$ cat src/rtl/seg7_pkg.sv
// Segment patterns for a 7-segment display, bit order abcdefg (MSB = a), active-high.
package seg7_pkg;

   localparam logic [6:0] SEG_0     = 7'b1111110;
   localparam logic [6:0] SEG_1     = 7'b0110000;
   localparam logic [6:0] SEG_2     = 7'b1101101;
   localparam logic [6:0] SEG_3     = 7'b1111001;
   localparam logic [6:0] SEG_4     = 7'b0110011;
   localparam logic [6:0] SEG_5     = 7'b1011011;
   localparam logic [6:0] SEG_6     = 7'b1011111;
   localparam logic [6:0] SEG_7     = 7'b1110000;
   localparam logic [6:0] SEG_8     = 7'b1111111;
   localparam logic [6:0] SEG_9     = 7'b1111011;
   localparam logic [6:0] SEG_A     = 7'b1110111;
   localparam logic [6:0] SEG_B     = 7'b0011111;
   localparam logic [6:0] SEG_C     = 7'b1001110;
   localparam logic [6:0] SEG_D     = 7'b0111101;
   localparam logic [6:0] SEG_E     = 7'b1001111;
   localparam logic [6:0] SEG_F     = 7'b1000111;
   localparam logic [6:0] SEG_BLANK = 7'b0000000;

endpackage

$ cat src/rtl/seg7_hex_decode.sv
// Nibble to 7-segment decoder; nibbles 10-15 show hex glyphs only when hex_mode is set.
module seg7_hex_decode
   import seg7_pkg::*;
(
   input  logic [3:0] nibble,
   input  logic       hex_mode,
   output logic [6:0] seg
);

   // Pattern lookup; every nibble value maps to a defined pattern
   always_comb begin
      seg = SEG_BLANK;
      case (nibble)
         4'd0:  seg = SEG_0;
         4'd1:  seg = SEG_1;
         4'd2:  seg = SEG_2;
         4'd3:  seg = SEG_3;
         4'd4:  seg = SEG_4;
         4'd5:  seg = SEG_5;
         4'd6:  seg = SEG_6;
         4'd7:  seg = SEG_7;
         4'd8:  seg = SEG_8;
         4'd9:  seg = SEG_9;
         4'd10: seg = hex_mode ? SEG_A : SEG_BLANK;
         4'd11: seg = hex_mode ? SEG_B : SEG_BLANK;
         4'd12: seg = hex_mode ? SEG_C : SEG_BLANK;
         4'd13: seg = hex_mode ? SEG_D : SEG_BLANK;
         4'd14: seg = hex_mode ? SEG_E : SEG_BLANK;
         4'd15: seg = hex_mode ? SEG_F : SEG_BLANK;
         default: seg = SEG_BLANK;
      endcase
   end

endmodule

$ cat src/rtl/seg7_scan.sv
// Multiplexed 7-segment scanner: free-running prescaler and digit index, shadowed
// value/dp, optional leading-zero blanking, registered outputs with selectable polarity.
module seg7_scan
   import seg7_pkg::*;
#(
   parameter int NUM_DIGITS = 4,
   parameter int DIV        = 1000,
   parameter int HEX_MODE   = 1,
   parameter int ACTIVE_LOW = 0,
   parameter int LZB        = 0
)(
   input  logic                    clk,
   input  logic                    reset,
   input  logic [4*NUM_DIGITS-1:0] value,
   input  logic [NUM_DIGITS-1:0]   dp,
   input  logic                    load,
   input  logic                    enable,
   output logic [6:0]              leds,
   output logic                    dp_out,
   output logic [NUM_DIGITS-1:0]   digit_en
);

   localparam int CNT_W = (DIV > 1) ? $clog2(DIV) : 1;
   localparam int IDX_W = (NUM_DIGITS > 1) ? $clog2(NUM_DIGITS) : 1;

   localparam logic [CNT_W-1:0] CNT_LAST = CNT_W'(DIV - 1);
   localparam logic [CNT_W-1:0] CNT_ONE  = CNT_W'(1);
   localparam logic [IDX_W-1:0] IDX_LAST = IDX_W'(NUM_DIGITS - 1);
   localparam logic [IDX_W-1:0] IDX_ONE  = IDX_W'(1);

   localparam logic INV    = (ACTIVE_LOW != 0);
   localparam logic HEX_ON = (HEX_MODE != 0);
   localparam logic LZB_ON = (LZB != 0);

   logic [CNT_W-1:0]          cnt;
   logic [IDX_W-1:0]          idx;
   logic [4*NUM_DIGITS-1:0]   shadow_value;
   logic [NUM_DIGITS-1:0]     shadow_dp;
   logic                      tick;

   logic [3:0]                sel_nibble;
   logic                      sel_dp;
   logic                      sel_blank;
   logic [NUM_DIGITS-1:0]     sel_onehot;
   logic                      zero_above;
   logic [6:0]                dec_seg;
   logic [6:0]                seg_next;

   assign tick = (cnt == CNT_LAST);

   // Prescaler: counts 0..DIV-1 and wraps; the last count is the scan tick
   always_ff @(posedge clk or posedge reset) begin
      if (reset) begin
         cnt <= '0;
      end else if (tick) begin
         cnt <= '0;
      end else begin
         cnt <= cnt + CNT_ONE;
      end
   end

   // Digit index advances once per tick and wraps after the leftmost digit
   always_ff @(posedge clk or posedge reset) begin
      if (reset) begin
         idx <= '0;
      end else if (tick) begin
         idx <= (idx == IDX_LAST) ? '0 : idx + IDX_ONE;
      end
   end

   // Shadow registers: the decoder only ever sees captured data
   always_ff @(posedge clk or posedge reset) begin
      if (reset) begin
         shadow_value <= '0;
         shadow_dp    <= '0;
      end else if (load) begin
         shadow_value <= value;
         shadow_dp    <= dp;
      end
   end

   // Select the current digit and work out leading-zero blanking, scanning from the leftmost digit down
   always_comb begin
      sel_nibble = 4'd0;
      sel_dp     = 1'b0;
      sel_blank  = 1'b0;
      sel_onehot = '0;
      zero_above = 1'b1;
      for (int i = NUM_DIGITS - 1; i >= 0; i--) begin
         zero_above = zero_above & (shadow_value[4*i +: 4] == 4'd0);
         if (idx == IDX_W'(i)) begin
            sel_nibble    = shadow_value[4*i +: 4];
            sel_dp        = shadow_dp[i];
            sel_onehot[i] = 1'b1;
            sel_blank     = LZB_ON && zero_above && (i != 0);
         end
      end
   end

   seg7_hex_decode u_dec (
      .nibble   (sel_nibble),
      .hex_mode (HEX_ON),
      .seg      (dec_seg)
   );

   assign seg_next = sel_blank ? SEG_BLANK : dec_seg;

   // Output registers: dark when disabled, polarity applied here so reset lands at the inactive level
   always_ff @(posedge clk or posedge reset) begin
      if (reset) begin
         leds     <= {7{INV}};
         dp_out   <= INV;
         digit_en <= {NUM_DIGITS{INV}};
      end else if (enable) begin
         leds     <= seg_next ^ {7{INV}};
         dp_out   <= sel_dp ^ INV;
         digit_en <= sel_onehot ^ {NUM_DIGITS{INV}};
      end else begin
         leds     <= {7{INV}};
         dp_out   <= INV;
         digit_en <= {NUM_DIGITS{INV}};
      end
   end

endmodule

$ cat config.mk
export PLATFORM = sky130hd
export DESIGN_NAME = seg7_scan
export DESIGN_NICKNAME = d
export VERILOG_FILES = /design/src/rtl/seg7_pkg.sv /design/src/rtl/seg7_hex_decode.sv /design/src/rtl/seg7_scan.sv
export SDC_FILE = /design/constraint.sdc
export NUM_CORES = 1
export LEC_CHECK = 0
export CAP_MARGIN = 0
export CORE_ASPECT_RATIO = 1.4
export CORE_MARGIN = 2
export CORE_UTILIZATION = 55
export CTS_BUF_LIST = sky130_fd_sc_hd__clkbuf_16
export DETAILED_ROUTE_END_ITERATION = 6
export PLACE_DENSITY = 0.82
export SYNTH_ARGS = -nofsm -noshare
export SYNTH_HDL_FRONTEND = slang
export SYNTH_SLANG_ARGS = --single-unit
$ cat constraint.sdc
create_clock -name clk -period 4.2 [get_ports clk]
set_input_delay 0.84 -clock clk [delete_from_list [all_inputs] [get_ports clk]]
set_output_delay 0.84 -clock clk [all_outputs]
set_load 0.05 [all_outputs]
After elaboration in Yosys (flattened, before gate mapping)
Index checks and enable logic that the tools add are counted.

Register bits: 44. Latch bits: 0. Bits in writable memories: 0. Memory bits (read-only): 0. Bits of input ports: 24. Output and inout bits: 12. Word-level logic and storage cells: 48. Memories: 0.

$add $sub $neg: 2. Multiply operators: 0. Divide/modulo/power cells: 0. $lt $le $gt $ge: 0. Equal/unequal tests: 19. Shifts and indexed selects: 0. Muxes and demuxes: 18. Bitwise gates (word level): 0. Reductions and logical operators: 2.

Operators by type and width (count): 7-bit one-hot mux with 16 select lines (1); 4-bit equality test, second input constant (8); 4-bit two-way mux (5); 4-bit by 3-bit equality test with 1-bit output, second input constant (4); 10-bit by 1-bit adder with 10-bit output, second input constant (1); 10-bit equality test, second input constant (1); 10-bit two-way mux (1); 1-bit two-way mux (9); 4-bit by 2-bit equality test with 1-bit output, second input constant (2); 7-bit two-way mux (1); 2-bit equality test, second input constant (2); 4-bit by 1-bit equality test with 1-bit output, second input constant (1); 4-bit zero test (1); 2-bit by 1-bit adder with 2-bit output, second input constant (1); 2-bit by 1-bit equality test with 1-bit output, second input constant (1); 2-bit zero test (1); 2-bit two-way mux (1).

Depth between registers and ports, before layout
Depth in word-level cells: 8. Mapped depth: 9. Depth with buffers taken out: 7.

Hierarchy
From an unflattened synthesis, not the netlist that was laid out.

Cells, all modules: 205. Area, all modules: 2178.3 µm².

Modules (own cells, without submodules): seg7_scan (instances 1, cells each 163, area an instance 1891.8 µm², seq. area each 1101.1 µm²); seg7_hex_decode (instances 1, cells each 42, area an instance 286.5 µm², seq. area each 0.0 µm²).

Least setup slack after synthesis
Ideal clock, no wire load.

Path type: flip-flop to flip-flop. Start point: register idx[0]. End point: register leds[0]. Library setup time: 0.123 ns. Data arrival time: 1.810 ns. Required time: 4.077 ns. Path slack: 2.267 ns. Stages on the path, launching flop included: 9. Buffers on the path: 1. Period minus slack after synthesis: 1.933 ns. Path through: dfrtp_1 > inv_1 > ha_1 > buf_6 > nand3b_4 > a221oi_4 > o21a_1 > nand2_1 > o221a_1.

Longest elaborated chain between the ends: 8. Elaborated cells on any way between the ends: 26. Those cells by class: eq/ne: 18; mux: 6; reduce/logical: 2.

RTL lines: start: declaration (RTL line seg7_scan.sv:36) `logic [IDX_W-1:0] idx;`; start signal: assignment (RTL line seg7_scan.sv:67) `idx <= (idx == IDX_LAST) ? '0 : idx + IDX_ONE;`; 2-bit equality test (RTL line seg7_scan.sv:91) `if (idx == IDX_W'(i)) begin`; 4-bit two-way mux (3 in series) (RTL line seg7_scan.sv:91); 4-bit two-way mux (*) (RTL line seg7_scan.sv:91); 4-bit equality test (tied with other cells) (RTL line seg7_hex_decode.sv:13) `case (nibble)`; 7-bit one-hot mux with 16 select lines (*) (RTL line seg7_hex_decode.sv:13); 7-bit two-way mux (*) (RTL line seg7_scan.sv:114) `end else if (enable) begin`; end signal: assignment (RTL line seg7_scan.sv:111) `leds <= {7{INV}};`; end signal: assignment (RTL line seg7_scan.sv:115) `leds <= seg_next ^ {7{INV}};`; end signal: assignment (RTL line seg7_scan.sv:119) `leds <= {7{INV}};`; end: declaration (RTL line seg7_scan.sv:18) `output logic [6:0] leds,`.

Every way passes the cells marked *; elsewhere a longest branch is shown, timed or not. A chain may end at the register's enable or synchronous reset.

Worst setup path after layout
Start point: register idx[0]. End point: register leds[5].

The elaborated chain is that of the path after synthesis.

==> metrics.md <==
| Metric | Value |
|---|---|
| Number of synthesized flops with an enable pin | `0` |
| Syn nets | `211` |
| Post-synth cell types | `46` |
| Die Ht | `77.5 um` |
| Minimum clock period | `2310 ps` |
| DP HPWL | `3.09 mm` |
| Lkg Pwr | `1.10 nW` |
| Initial antenna violation count | `0` |
| Sequential-to-total area share from yosys stat | `0.519` |
| Synthesized flop and latch total | `44` |
| Diodes inserted | `0` |
| Final net count | `between 200 and 250` |
| Worst-path clk slew | `around 60 ps` |
| Die area | `4380 um2` |
| CP Capture Type | `flop` |
| Initial Util | `0.577` |
| Clk network pwr share | `0.368` |
| First-pass GRT wire length | `about 7.2 mm` |
| Max Fclk | `433 MHz` |
| Post-cts sizing count | `0` |
| WP data arrival | `between 2000 and 2500 ps` |
| Largest net degree at the start of global routing | `45` |
| Clk sinks | `between 40 and 50` |
| Clock Tree Root | `clkbuf_16` |
| Synth Warn # | `0` |
| H-tree depth reported by CTS | `2` |
| PnR worst setup slack | `~1900 ps` |
| Sw Ratio | `0.249` |
| Pre-CTS WS | `1750 ps` |
| Endpoints failing setup | `0` |
| Status | `complete, no violations` |
| Maximum VDD drop | `310 uV` |
| Number of remaining DRC errors | `0` |
| Logic pwr share | `0.158` |
| Pwr dens | `375 nW/um2` |
| Fillers | `261` |
| Hold_sp | `cnt[0]$_DFF_PP0_` |
| Startpoint Class | `flop` |
| Number of buffers and inverters on the critical path | `1` |
| Final period util | `0.550` |
| Number of routed nets with antenna violations | `0` |
| CP Data Required Time | `between 4000 and 5000 ps` |
| Worst path slowest cell | `ha_1` |
| Seq. cell area | `1100 um2` |
| Syn Area/Cell | `11.7 um2` |
| Final Hold Viols | `0` |
| CTS Hold Bufs | `0` |
| Worst skew pair latency | `between 200 and 300 ps` |
| Site Rows | `26` |
| Die Width | `between 50 and 60 um` |
| Final setup TNS | `0 ps` |
| Via Count | `1,542` |
| Core ar. | `3680 um2` |
| Synthesized instance count | `182` |
| Power Internal | `740 uW` |
| Clock skew | `2.88 ps` |
| Vias in the first global route | `1,602` |
| Vias/cell | `5.91` |
| DR iter-0 viols | `50` |
| Ys flop type | `dfrtp_1` |
| Worst slew pin tran | `1110 ps` |
| Max-slew violation count | `0` |
| CP peak stage delay | `about 450 ps` |
| CTS tree | `built` |
| Count of TritonRoute iterations in the first routing pass | `6` |
| Total GRT Usage | `0.211` |
| Total CTS buffers | `5` |
| Hold Path Class | `reg -> reg` |
| Io pins | `36` |
| MaxCap Viol Count | `0` |
| Drt total wl | `4.29 mm` |
| Worst R2R Start | `idx[0]$_DFFE_PP0N_` |
| Ys async rst share | `1.00` |
| Reg power frac | `0.474` |
| Worst setup path startpoint | `idx[0]$_DFFE_PP0N_` |
| Net Switching | `245 uW` |
| Min Hold Slack | `486 ps` |
| Post-CTS setup buffer count | `0` |
| Share of cells above drive strength 1 | `0.174` |
| Layout area overhead | `23.8%` |
| Number of I/O port buffers | `35` |
| Routed len/inst | `16.4 um` |
| Routability cong. | `0.874` |
| Headroom to the max-slew limit | `0.256` |
| Total grt overflow | `0` |
| CP max FO | `10` |
| Crit Path Class | `reg -> reg` |
| Cell Area, Synth | `2120 um2` |
| Multi-input logic area | `953 um2` |
| RSZ-0062 raised after global routing | `false` |
| Cells along the critical path | `inv_1 -> ha_1 -> nand2b_1 -> o22a_2 -> and2_1 -> mux2i_1 -> a221oi_1` |
| Max Root-Sink Buffers | `2` |
| Family with the most delay on the worst path | `simple AND/OR/NAND/NOR gates` |
cell usage in the layout, fill, tap and decap left out, drive strengths merged, types with 6 or more instances in the layout:
cell type	count
inv	6
a21oi	8
clkdlybuf4s50	35
nand2	15
dfrtp	44
nor2	11
and2	6
mux2	19
o21ai	8
through the flow:
| stage | util | total power, mW | instance area (um2) | cells |
|---|---|---|---|---|
| 3_3_place_gp | 0.677 | 0.622 | 2490 | 253 |
| 6_report | 0.714 | 0.985 | 2630 | 261 |
| 4_1_cts | 0.714 | 0.990 | 2630 | 261 |
| 5_1_grt | 0.714 | 1.02 | 2630 | 261 |
| 3_5_place_dp | 0.677 | 0.628 | 2490 | 253 |
| 2_1_floorplan | - | 0.573 | 2120 | 182 |
worst reg2reg max path: stages (launching register included):
cell and delay, ps:
dfrtp_1 410, inv_1 110, ha_1 450, nand2b_1 240, o22a_2 180, and2_1 370
mux2i_1 130, a221oi_1 310
logic make-up (layout without fill, tap and decap cells):
family / after synthesis / count (layout) / share of synthesized area
flip-flops: 44 / 44 / 0.519
AND/OR/NAND/NOR: 52 / 52 / 0.129
adder cells (fa/ha/maj): 5 / 5 / 0.0295
multiplexers: 21 / 21 / 0.110
XOR/XNOR: 6 / 6 / 0.0248
AO/OA/AOI/OAI: 41 / 41 / 0.156
buffers and inverters: 13 / 50 / 0.0318
path summary, 6_finish.rpt:
check	endpoint	slack (ps)	cells after the start
max	leds[5]$_DFF_PP0_	1890	7
min	cnt[0]$_DFF_PP0_	490	1
max reg2reg	leds[5]$_DFF_PP0_	1890	7
min reg2reg	cnt[0]$_DFF_PP0_	490	1
max in group asynchronous	idx[1]$_DFFE_PP0N_	2820	3
min in group asynchronous	cnt[2]$_DFF_PP0_	1000	3
synthesized netlist by cell type, types with 2 or more instances:
cell | number | area, um2
nor3_1 | 5 | 25.0
a21oi_1 | 8 | 40.0
xnor2_1 | 2 | 17.5
and2_1 | 6 | 37.5
mux2_2 | 19 | 214
o21ai_0 | 7 | 35.0
nand2_1 | 15 | 56.3
dfrtp_1 | 44 | 1100
clkbuf_1 | 4 | 15.0
a211oi_1 | 2 | 15.0
mux2i_1 | 2 | 20.0
xor2_1 | 4 | 35.0
o221a_1 | 3 | 33.8
nor2_1 | 11 | 41.3
buf_6 | 2 | 22.5
nand3_1 | 3 | 15.0
ha_1 | 5 | 62.6
nand4_1 | 3 | 18.8
o22ai_1 | 2 | 12.5
a311oi_1 | 2 | 17.5
o21a_1 | 4 | 30.0
inv_1 | 5 | 18.8
sequential cells by signal, summed over array words and instances, names as in the netlist:
name and count:
leds 7, dp_out 1, cnt 10, digit_en 4
shadow_dp 4, idx 2, shadow_value 16
power by group through the flow:
stage / sequential [mW] / combinational (mW) / clock (mW)
finish: 0.467 / 0.155 / 0.363
CTS: 0.466 / 0.156 / 0.368
global placement: 0.472 / 0.150 / 0
global route: 0.469 / 0.167 / 0.389
detailed placement: 0.474 / 0.155 / 0
floorplan: 0.502 / 0.0717 / 0
final cells by class:
| type | instances | area share |
|---|---|---|
| flip-flops and latches | 44 | 0.419 |
| multi-input cells | 125 | 0.363 |
| repair buffers | 36 | 0.136 |
| clock buffers | 5 | 0.0476 |
| well taps | 42 | 0.0200 |
| inverters | 6 | 0.00858 |
| clock inverters | 3 | 0.00524 |
metal layers:
| metal | share of wire | GRT usage |
|---|---|---|
| met5 | 0 | 0 |
| met4 | 0.019 | 0.0762 |
| met3 | 0.046 | 0.0417 |
| met2 | 0.55 | 0.398 |
| met1 | 0.38 | 0.226 |
Power figures use the tool's default switching activity.
